**config.mk**
```make
export PLATFORM = sky130hd
export DESIGN_NAME = branch_condition_predictor
export DESIGN_NICKNAME = d
export VERILOG_FILES = /design/src/rtl/branch_condition_predictor.sv
export SDC_FILE = /design/constraint.sdc
export NUM_CORES = 1
export LEC_CHECK = 0
export ABC_CLOCK_PERIOD_IN_PS = 7450
export CAP_MARGIN = 20
export CORE_AREA = 3 3 179 181
export CTS_CLUSTER_DIAMETER = 120
export DETAILED_ROUTE_END_ITERATION = 16
export DIE_AREA = 0 0 182 184
export SLEW_MARGIN = 20
export SYNTH_ARGS = -nofsm -noshare
export SYNTH_HDL_FRONTEND = slang
export SYNTH_SLANG_ARGS = --single-unit
```
**constraint.sdc**
```tcl
create_clock -name clk -period 7.45 [get_ports clk]
set_input_delay 1.49 -clock clk [delete_from_list [all_inputs] [get_ports clk]]
set_output_delay 1.49 -clock clk [all_outputs]
set_load 0.01 [all_outputs]
```
**src/rtl/branch_condition_predictor.sv**
```systemverilog
// Branch condition resolution plus a PC-indexed table of saturating counters.
// The ID stage resolves the branch condition and trains the table. The IF stage
// reads a prediction combinationally from the same table. Two saturating
// statistics counters track resolved branches and mispredicts.
module branch_condition_predictor #(
  parameter int ISA_WIDTH       = 32,
  parameter int COND_TYPE_WIDTH = 3,
  parameter int BHT_DEPTH       = 64,
  parameter int CNT_WIDTH       = 2,
  parameter int STAT_WIDTH      = 16
) (
  input  logic                       clk,
  input  logic                       rst,
  input  logic [ISA_WIDTH-1:0]       if_pc,
  output logic                       if_predict_taken,
  input  logic                       id_valid,
  input  logic                       id_stall,
  input  logic [ISA_WIDTH-1:0]       id_pc,
  input  logic [COND_TYPE_WIDTH-1:0] condition_type,
  input  logic [ISA_WIDTH-1:0]       read_data_1,
  input  logic [ISA_WIDTH-1:0]       read_data_2,
  input  logic                       id_predicted_taken,
  output logic                       condition_satisfied,
  output logic                       mispredict,
  output logic [STAT_WIDTH-1:0]      branch_count,
  output logic [STAT_WIDTH-1:0]      mispredict_count
);

  localparam int IDX_W = $clog2(BHT_DEPTH);

  localparam logic [COND_TYPE_WIDTH-1:0] COND_NONE = COND_TYPE_WIDTH'(0);
  localparam logic [COND_TYPE_WIDTH-1:0] COND_BEQ  = COND_TYPE_WIDTH'(1);
  localparam logic [COND_TYPE_WIDTH-1:0] COND_BNQ  = COND_TYPE_WIDTH'(2);
  localparam logic [COND_TYPE_WIDTH-1:0] COND_BLT  = COND_TYPE_WIDTH'(3);
  localparam logic [COND_TYPE_WIDTH-1:0] COND_BGE  = COND_TYPE_WIDTH'(4);
  localparam logic [COND_TYPE_WIDTH-1:0] COND_BLTU = COND_TYPE_WIDTH'(5);
  localparam logic [COND_TYPE_WIDTH-1:0] COND_BGEU = COND_TYPE_WIDTH'(6);
  localparam logic [COND_TYPE_WIDTH-1:0] COND_BLEZ = COND_TYPE_WIDTH'(7);

  // Weakly not-taken: MSB clear, all lower bits set.
  localparam logic [CNT_WIDTH-1:0]  CNT_INIT  = CNT_WIDTH'((1 << (CNT_WIDTH - 1)) - 1);
  localparam logic [CNT_WIDTH-1:0]  CNT_MAX   = {CNT_WIDTH{1'b1}};
  localparam logic [CNT_WIDTH-1:0]  CNT_ZERO  = {CNT_WIDTH{1'b0}};
  localparam logic [CNT_WIDTH-1:0]  CNT_ONE   = CNT_WIDTH'(1);
  localparam logic [STAT_WIDTH-1:0] STAT_MAX  = {STAT_WIDTH{1'b1}};
  localparam logic [STAT_WIDTH-1:0] STAT_ZERO = {STAT_WIDTH{1'b0}};
  localparam logic [STAT_WIDTH-1:0] STAT_ONE  = STAT_WIDTH'(1);

  logic [CNT_WIDTH-1:0]  r_bht [BHT_DEPTH];
  logic [STAT_WIDTH-1:0] r_branch_count;
  logic [STAT_WIDTH-1:0] r_mispredict_count;

  logic [IDX_W-1:0]      w_if_idx;
  logic [IDX_W-1:0]      w_id_idx;
  logic                  w_cond_sat;
  logic                  w_resolve;
  logic                  w_mispredict;
  logic [CNT_WIDTH-1:0]  w_cnt_cur;
  logic [CNT_WIDTH-1:0]  w_cnt_next;
  logic                  w_unused_pc_bits;

  // Word-aligned PCs: drop the byte offset, keep log2(depth) bits.
  assign w_if_idx = if_pc[2 +: IDX_W];
  assign w_id_idx = id_pc[2 +: IDX_W];

  // Only the index bits of the PCs select an entry; the rest alias.
  assign w_unused_pc_bits = ^{if_pc, id_pc};

  // Evaluate the branch condition for the ID instruction.
  always_comb begin
    w_cond_sat = 1'b0;
    case (condition_type)
      COND_BEQ:  w_cond_sat = (read_data_1 == read_data_2);
      COND_BNQ:  w_cond_sat = (read_data_1 != read_data_2);
      COND_BLT:  w_cond_sat = ($signed(read_data_1) <  $signed(read_data_2));
      COND_BGE:  w_cond_sat = ($signed(read_data_1) >= $signed(read_data_2));
      COND_BLTU: w_cond_sat = (read_data_1 <  read_data_2);
      COND_BGEU: w_cond_sat = (read_data_1 >= read_data_2);
      COND_BLEZ: w_cond_sat = read_data_1[ISA_WIDTH-1] | (read_data_1 == {ISA_WIDTH{1'b0}});
      default:   w_cond_sat = 1'b0;
    endcase
  end

  assign w_resolve    = id_valid & ~id_stall & (condition_type != COND_NONE);
  assign w_mispredict = w_resolve & (w_cond_sat ^ id_predicted_taken);

  assign condition_satisfied = w_cond_sat;
  assign mispredict          = w_mispredict;
  assign if_predict_taken    = r_bht[w_if_idx][CNT_WIDTH-1];
  assign branch_count        = r_branch_count;
  assign mispredict_count    = r_mispredict_count;

  // Saturating step of the counter addressed by the ID instruction.
  always_comb begin
    w_cnt_cur  = r_bht[w_id_idx];
    w_cnt_next = w_cnt_cur;
    if (w_cond_sat) begin
      if (w_cnt_cur != CNT_MAX) begin
        w_cnt_next = w_cnt_cur + CNT_ONE;
      end else begin
        w_cnt_next = w_cnt_cur;
      end
    end else begin
      if (w_cnt_cur != CNT_ZERO) begin
        w_cnt_next = w_cnt_cur - CNT_ONE;
      end else begin
        w_cnt_next = w_cnt_cur;
      end
    end
  end

  // Prediction table: reset to weakly not-taken, trained on resolve events.
  always_ff @(posedge clk or posedge rst) begin
    if (rst) begin
      for (int i = 0; i < BHT_DEPTH; i++) begin
        r_bht[i] <= CNT_INIT;
      end
    end else if (w_resolve) begin
      r_bht[w_id_idx] <= w_cnt_next;
    end
  end

  // Saturating statistics of resolved branches and mispredicts.
  always_ff @(posedge clk or posedge rst) begin
    if (rst) begin
      r_branch_count     <= STAT_ZERO;
      r_mispredict_count <= STAT_ZERO;
    end else begin
      if (w_resolve && (r_branch_count != STAT_MAX)) begin
        r_branch_count <= r_branch_count + STAT_ONE;
      end
      if (w_mispredict && (r_mispredict_count != STAT_MAX)) begin
        r_mispredict_count <= r_mispredict_count + STAT_ONE;
      end
    end
  end

endmodule

```
==> results by stage <==
Power:
- The internal power of the cells totals roughly 1.7 mW.
- The analysis attributes to cell leakage a power of about 4.6 nW.
- The switching power summed over all nets is between 700 and 800 µW.
- Net switching is slightly above 30% of the power.
- Across the VDD grid, the largest voltage drop is 0.1451 mV.
- Registers are responsible for roughly 44% of the overall power.
- The logic gate share of total power is between 20% and 30%.
- The share of power burned in the clock network is approximately 36%.
- The total power density per cell area is ~220 nW/µm².

Final layout:
- Leaving out filler cells and counting taps, the final layout contains 1485.
- In the final layout, the share of cells above drive strength 1 is between 10% and 20%.
- The final design instance area without fill is ~11000 µm².
- The top cell types in the final layout, fill and taps aside, are 167 x sky130_fd_sc_hd__nor2_1, 118 x sky130_fd_sc_hd__a21oi_1, 117 x sky130_fd_sc_hd__clkdlybuf4s50_1.
- The repair_antennas step left the layout with diodes totalling 0.
- The most common cell after layout, fill and taps aside is sky130_fd_sc_hd__nor2_1.
- The final layout contains around 1200 nets.
- The layout-stage area growth over the synthesis result is 23.55%.

Critical path:
- STA puts the critical path data arrival time at around 5000 ps.
- The worst setup path is captured at a primary output.
- The signal on the critical path passes through clkdlybuf4s50_1, inv_1, ha_1, nand4_1, nor4_1, a2111o_1, o211ai_1, a211oi_1, a21oi_1, a211oi_2, buf_4, and2_1, clkdlybuf4s50_1.
- For flop-to-flop paths, the worst setup slack is between 4000 and 5000 ps.
- Counting buffers and inverters, the worst setup path is 13 cells deep.
- The number of buffers and inverters on the critical path is 4.
- In this run the critical register-to-register path is launched from r_bht[3]$_DFFE_PP0P_.
- The kind of critical path is input pin to primary output.
- The cell type of the slowest stage on the worst timing path is sky130_fd_sc_hd__nor4_1.
- The critical path's top delay family is buffers and inverters.
- The endpoint of the lowest-slack register-to-register path is r_bht[21]$_DFFE_PP0P_.
- The worst-case reg-to-reg path depth is 9.
- The maximum net fanout on the critical path is 16.
- On the worst path, the slowest cell contributes a delay of approximately 560 ps.
- In this design, the critical path's most frequently occurring cell is sky130_fd_sc_hd__clkdlybuf4s50_1.
- The startpoint type of the worst setup path is an input pin.
- The data required time of the worst path is approximately 6000 ps.

Synth:
- After synthesis the netlist holds a flip-flop and latch count of 160.
- The number of warning messages in the yosys log is 0.
- In the synthesized netlist the async set-or-reset flop fraction comes to 100.0%.
- The sequential cell area fraction in the yosys report is approximately 45%.
- Averaged over all synthesized cells, the footprint is between 9 and 10 µm².
- The cell taking the most area after synthesis is sky130_fd_sc_hd__dfrtp_1.
- Synthesis instantiated 64 different standard cells from the library.
- Synthesis handed over a netlist of 970 instances.
- The predominant post-synthesis flop cell is sky130_fd_sc_hd__dfrtp_1.
- The mapped netlist covers about 9100 µm².
- The fraction of post-synthesis cell area in the top cell type by area is about a quarter.
- The net count of the mapped netlist is ~1100.
- Sorting the synthesized cells by area gives the leading types as sky130_fd_sc_hd__dfrtp_1 26%, sky130_fd_sc_hd__dfstp_2 18%, sky130_fd_sc_hd__mux4_2 6.9%.
- Counting flops with a built-in enable in the synthesized netlist gives 0.

Timing:
- Timing would allow up to ~160 MHz.
- Setup repair after global routing left no endpoint under its margin.
- The slew at the pin closest to its max-slew limit is between 1000 and 1500 ps.
- The worst clock skew on the final layout is between 10 and 15 ps.
- After routing, the total negative slack on setup checks comes to 0 ps.
- Setup violations remaining at the end of the flow were counted as 0.
- Counting I/O delays and the setup requirement, the final critical path takes approximately 6400 ps.
- The final critical-path share of the clock period is between 80% and 90%.
- The number of pins with negative max-slew slack in the final report is 0.
- Headroom to the max-slew limit came out at 29.03%.
- The minimum setup slack in the final design is 1017 ps.
- The final hold violation count is 0.

Floorplanning:
- The count of boundary I/O pins is between 150 and 200.
- For this configuration, the core starts out at a cell density of 29.78%.
- The core outline area is around 30000 µm².
- The area of the die is around 33000 µm².
- The number of placement rows is 64.
- The floorplan die height is 184 µm.
- The die is between 150 and 200 µm wide.

Clock network:
- The total clock sinks is 160.
- TritonCTS built the clock tree.
- The longest clock path from root to sink contains 2 buffers.
- The clock insertion delay at the later pin of the skew report is roughly 440 ps.
- The clock slew seen by the registers of the worst setup and hold paths is around 70 ps.
- The number of gates resized after cts is 0.
- The clock buffer count from CTS is 17.
- After clock tree synthesis, the setup repair step added 0 buffers.
- The root buffer cell chosen for the clock tree is sky130_fd_sc_hd__clkbuf_16.
- The hold-fix buffer count after cts is 0.
- The clock tree synthesis step divided the H-tree into 4 levels.

Placed design:
- After legalization and detailed placement, the total HPWL measured 18750 µm.
- The port buffer count is roughly 120.
- The post-place setup slack is 972.5 ps.
- The congestion estimate from routability-driven global placement came to between 0.8 and 0.9.
- The count of placed standard cells including taps is 1453.
- The placed instances occupy a cell area of ~11000 µm².

Worst hold path:
- The class of the worst hold path is flip-flop to flip-flop.
- The start point of the worst min-delay path is r_bht[78]$_DFFE_PP1P_.
- The number of cells on the worst hold path is 2.
- For hold timing, the worst endpoint is r_bht[78]$_DFFE_PP1P_.

Route:
- The initial detailed-routing violation count is 532.
- The number of detailed-routing iterations run before antenna repair is 5.
- The number of design rule violations left after detail routing is 0.
- Dividing the detail-routed wire length by the instance count gives approximately 18 µm.
- The vias per cell is 5.144.
- The detailed router placed 7639 vias in this run.
- The routed wire length is roughly 26000 µm.
- The count of nets left with antenna violations once routing finished came out at 0.

GRT:
- The initial antenna violation count is 0.
- Global routing consumed, on the met1 layer, a little over a fifth of the routing resources.
- Global routing consumed, on the met3 layer, around 2.7% of the routing resources.
- The via count of the first global-routing pass is between 7000 and 8000.
- The global-route met2 utilization is approximately 27%.
- The first global-routing pass estimated around 43000 µm of wire.
- The layer with the highest usage after global routing is met2.
- The pin count of the biggest net entering global routing is slightly above 90.
- Global routing consumed, over all layers together, between 10% and 20% of the routing resources.
- For this run the aggregate overflow at the end of global routing stands at 0.

Outcome:
- The flow ran to the end, and the final reports show no timing, DRC or antenna violations.

Job:
- The max-capacitance violation count is 0.
[metal layers]
layer / wire (µm) / up-vias
li1: - / 3681
met1: 11590 / 3683
met2: 12740 / 246
met3: 1572 / 29
met4: 497 / 0
met5: 0 / -
[cell usage after synthesis (11+ instances only)]
master and instances:
sky130_fd_sc_hd__nor2_1 167, sky130_fd_sc_hd__dfrtp_1 96, sky130_fd_sc_hd__dfstp_2 64, sky130_fd_sc_hd__nand2_1 86, sky130_fd_sc_hd__buf_2 13, sky130_fd_sc_hd__nand4_1 19
sky130_fd_sc_hd__xnor2_1 23, sky130_fd_sc_hd__mux4_2 28, sky130_fd_sc_hd__o21ai_0 36, sky130_fd_sc_hd__a21oi_1 118, sky130_fd_sc_hd__o21ai_1 14, sky130_fd_sc_hd__and3_1 18
sky130_fd_sc_hd__ha_1 34, sky130_fd_sc_hd__clkbuf_1 18, sky130_fd_sc_hd__mux2i_1 11, sky130_fd_sc_hd__nand3_1 29, sky130_fd_sc_hd__inv_1 42, sky130_fd_sc_hd__a22oi_1 15
[cell families (layout without fill, tap and decap cells)]
group           after synthesis  after routing  share of synthesized area (%)
compound gates              235            235                          15.41
xor+xnor                     29             29                          2.788
fa+ha+maj                    36             36                          4.903
buf+inv                      87            206                          4.258
flops                       160            160                          44.83
mux                          48             48                          9.243
simple gates                375            375                          18.57
[worst max-delay path by stage]
stage	to	slack (ps)	startpoint
finish	mispredict	1020	read_data_2[14]
CTS	mispredict	960	read_data_2[10]
floorplan	branch_count[0]$_DFFE_PP0P_	1750	rst
global route	mispredict	690	read_data_2[14]
detailed placement	mispredict	970	read_data_2[14]
global placement	mispredict	1000	read_data_1[31]
[cell type report]
| class | count | area (µm²) |
|---|---|---|
| Multi-Input combinational cell | 723 | 4644 |
| Tap cell | 396 | 495.5 |
| Timing Repair Buffer | 132 | 1281 |
| Sequential cell | 160 | 4084 |
| Clock buffer | 18 | 439.2 |
| Clock inverter | 14 | 148.9 |
| Fill cell | 3089 | 19330 |
| Inverter | 42 | 162.7 |
[through the flow]
step	total power, mW	hold WS [ps]	util (%)
2_1_floorplan	1.401	441.6	-
5_1_grt	2.606	478.1	36.80
3_3_place_gp	1.607	449.9	34.87
4_1_cts	2.509	465.9	36.80
6_report	2.488	462.5	36.80
3_5_place_dp	1.618	455.7	34.87
[flip-flops by register name, indices dropped and copies added, names as in the netlist]
signal,flops
branch_count,16
mispredict_count,16
r_bht,128
[tightest hold or removal path: cells and delay by family (launching register included)]
kind | cells | cell delay [ps]
flip-flops | 1 | 370
AND/OR/NAND/NOR | 1 | 40
AO/OA/AOI/OAI | 1 | 50
[power by group through the flow]
stage | clock (mW) | combinational, mW | sequential [mW]
after floorplan | 0 | 0.308 | 1.09
after global placement | 0 | 0.501 | 1.11
after detailed placement | 0 | 0.509 | 1.11
after CTS | 0.902 | 0.511 | 1.10
after global routing | 0.933 | 0.561 | 1.11
final | 0.885 | 0.506 | 1.10
Note: power is estimated with default switching activity, not from simulation.
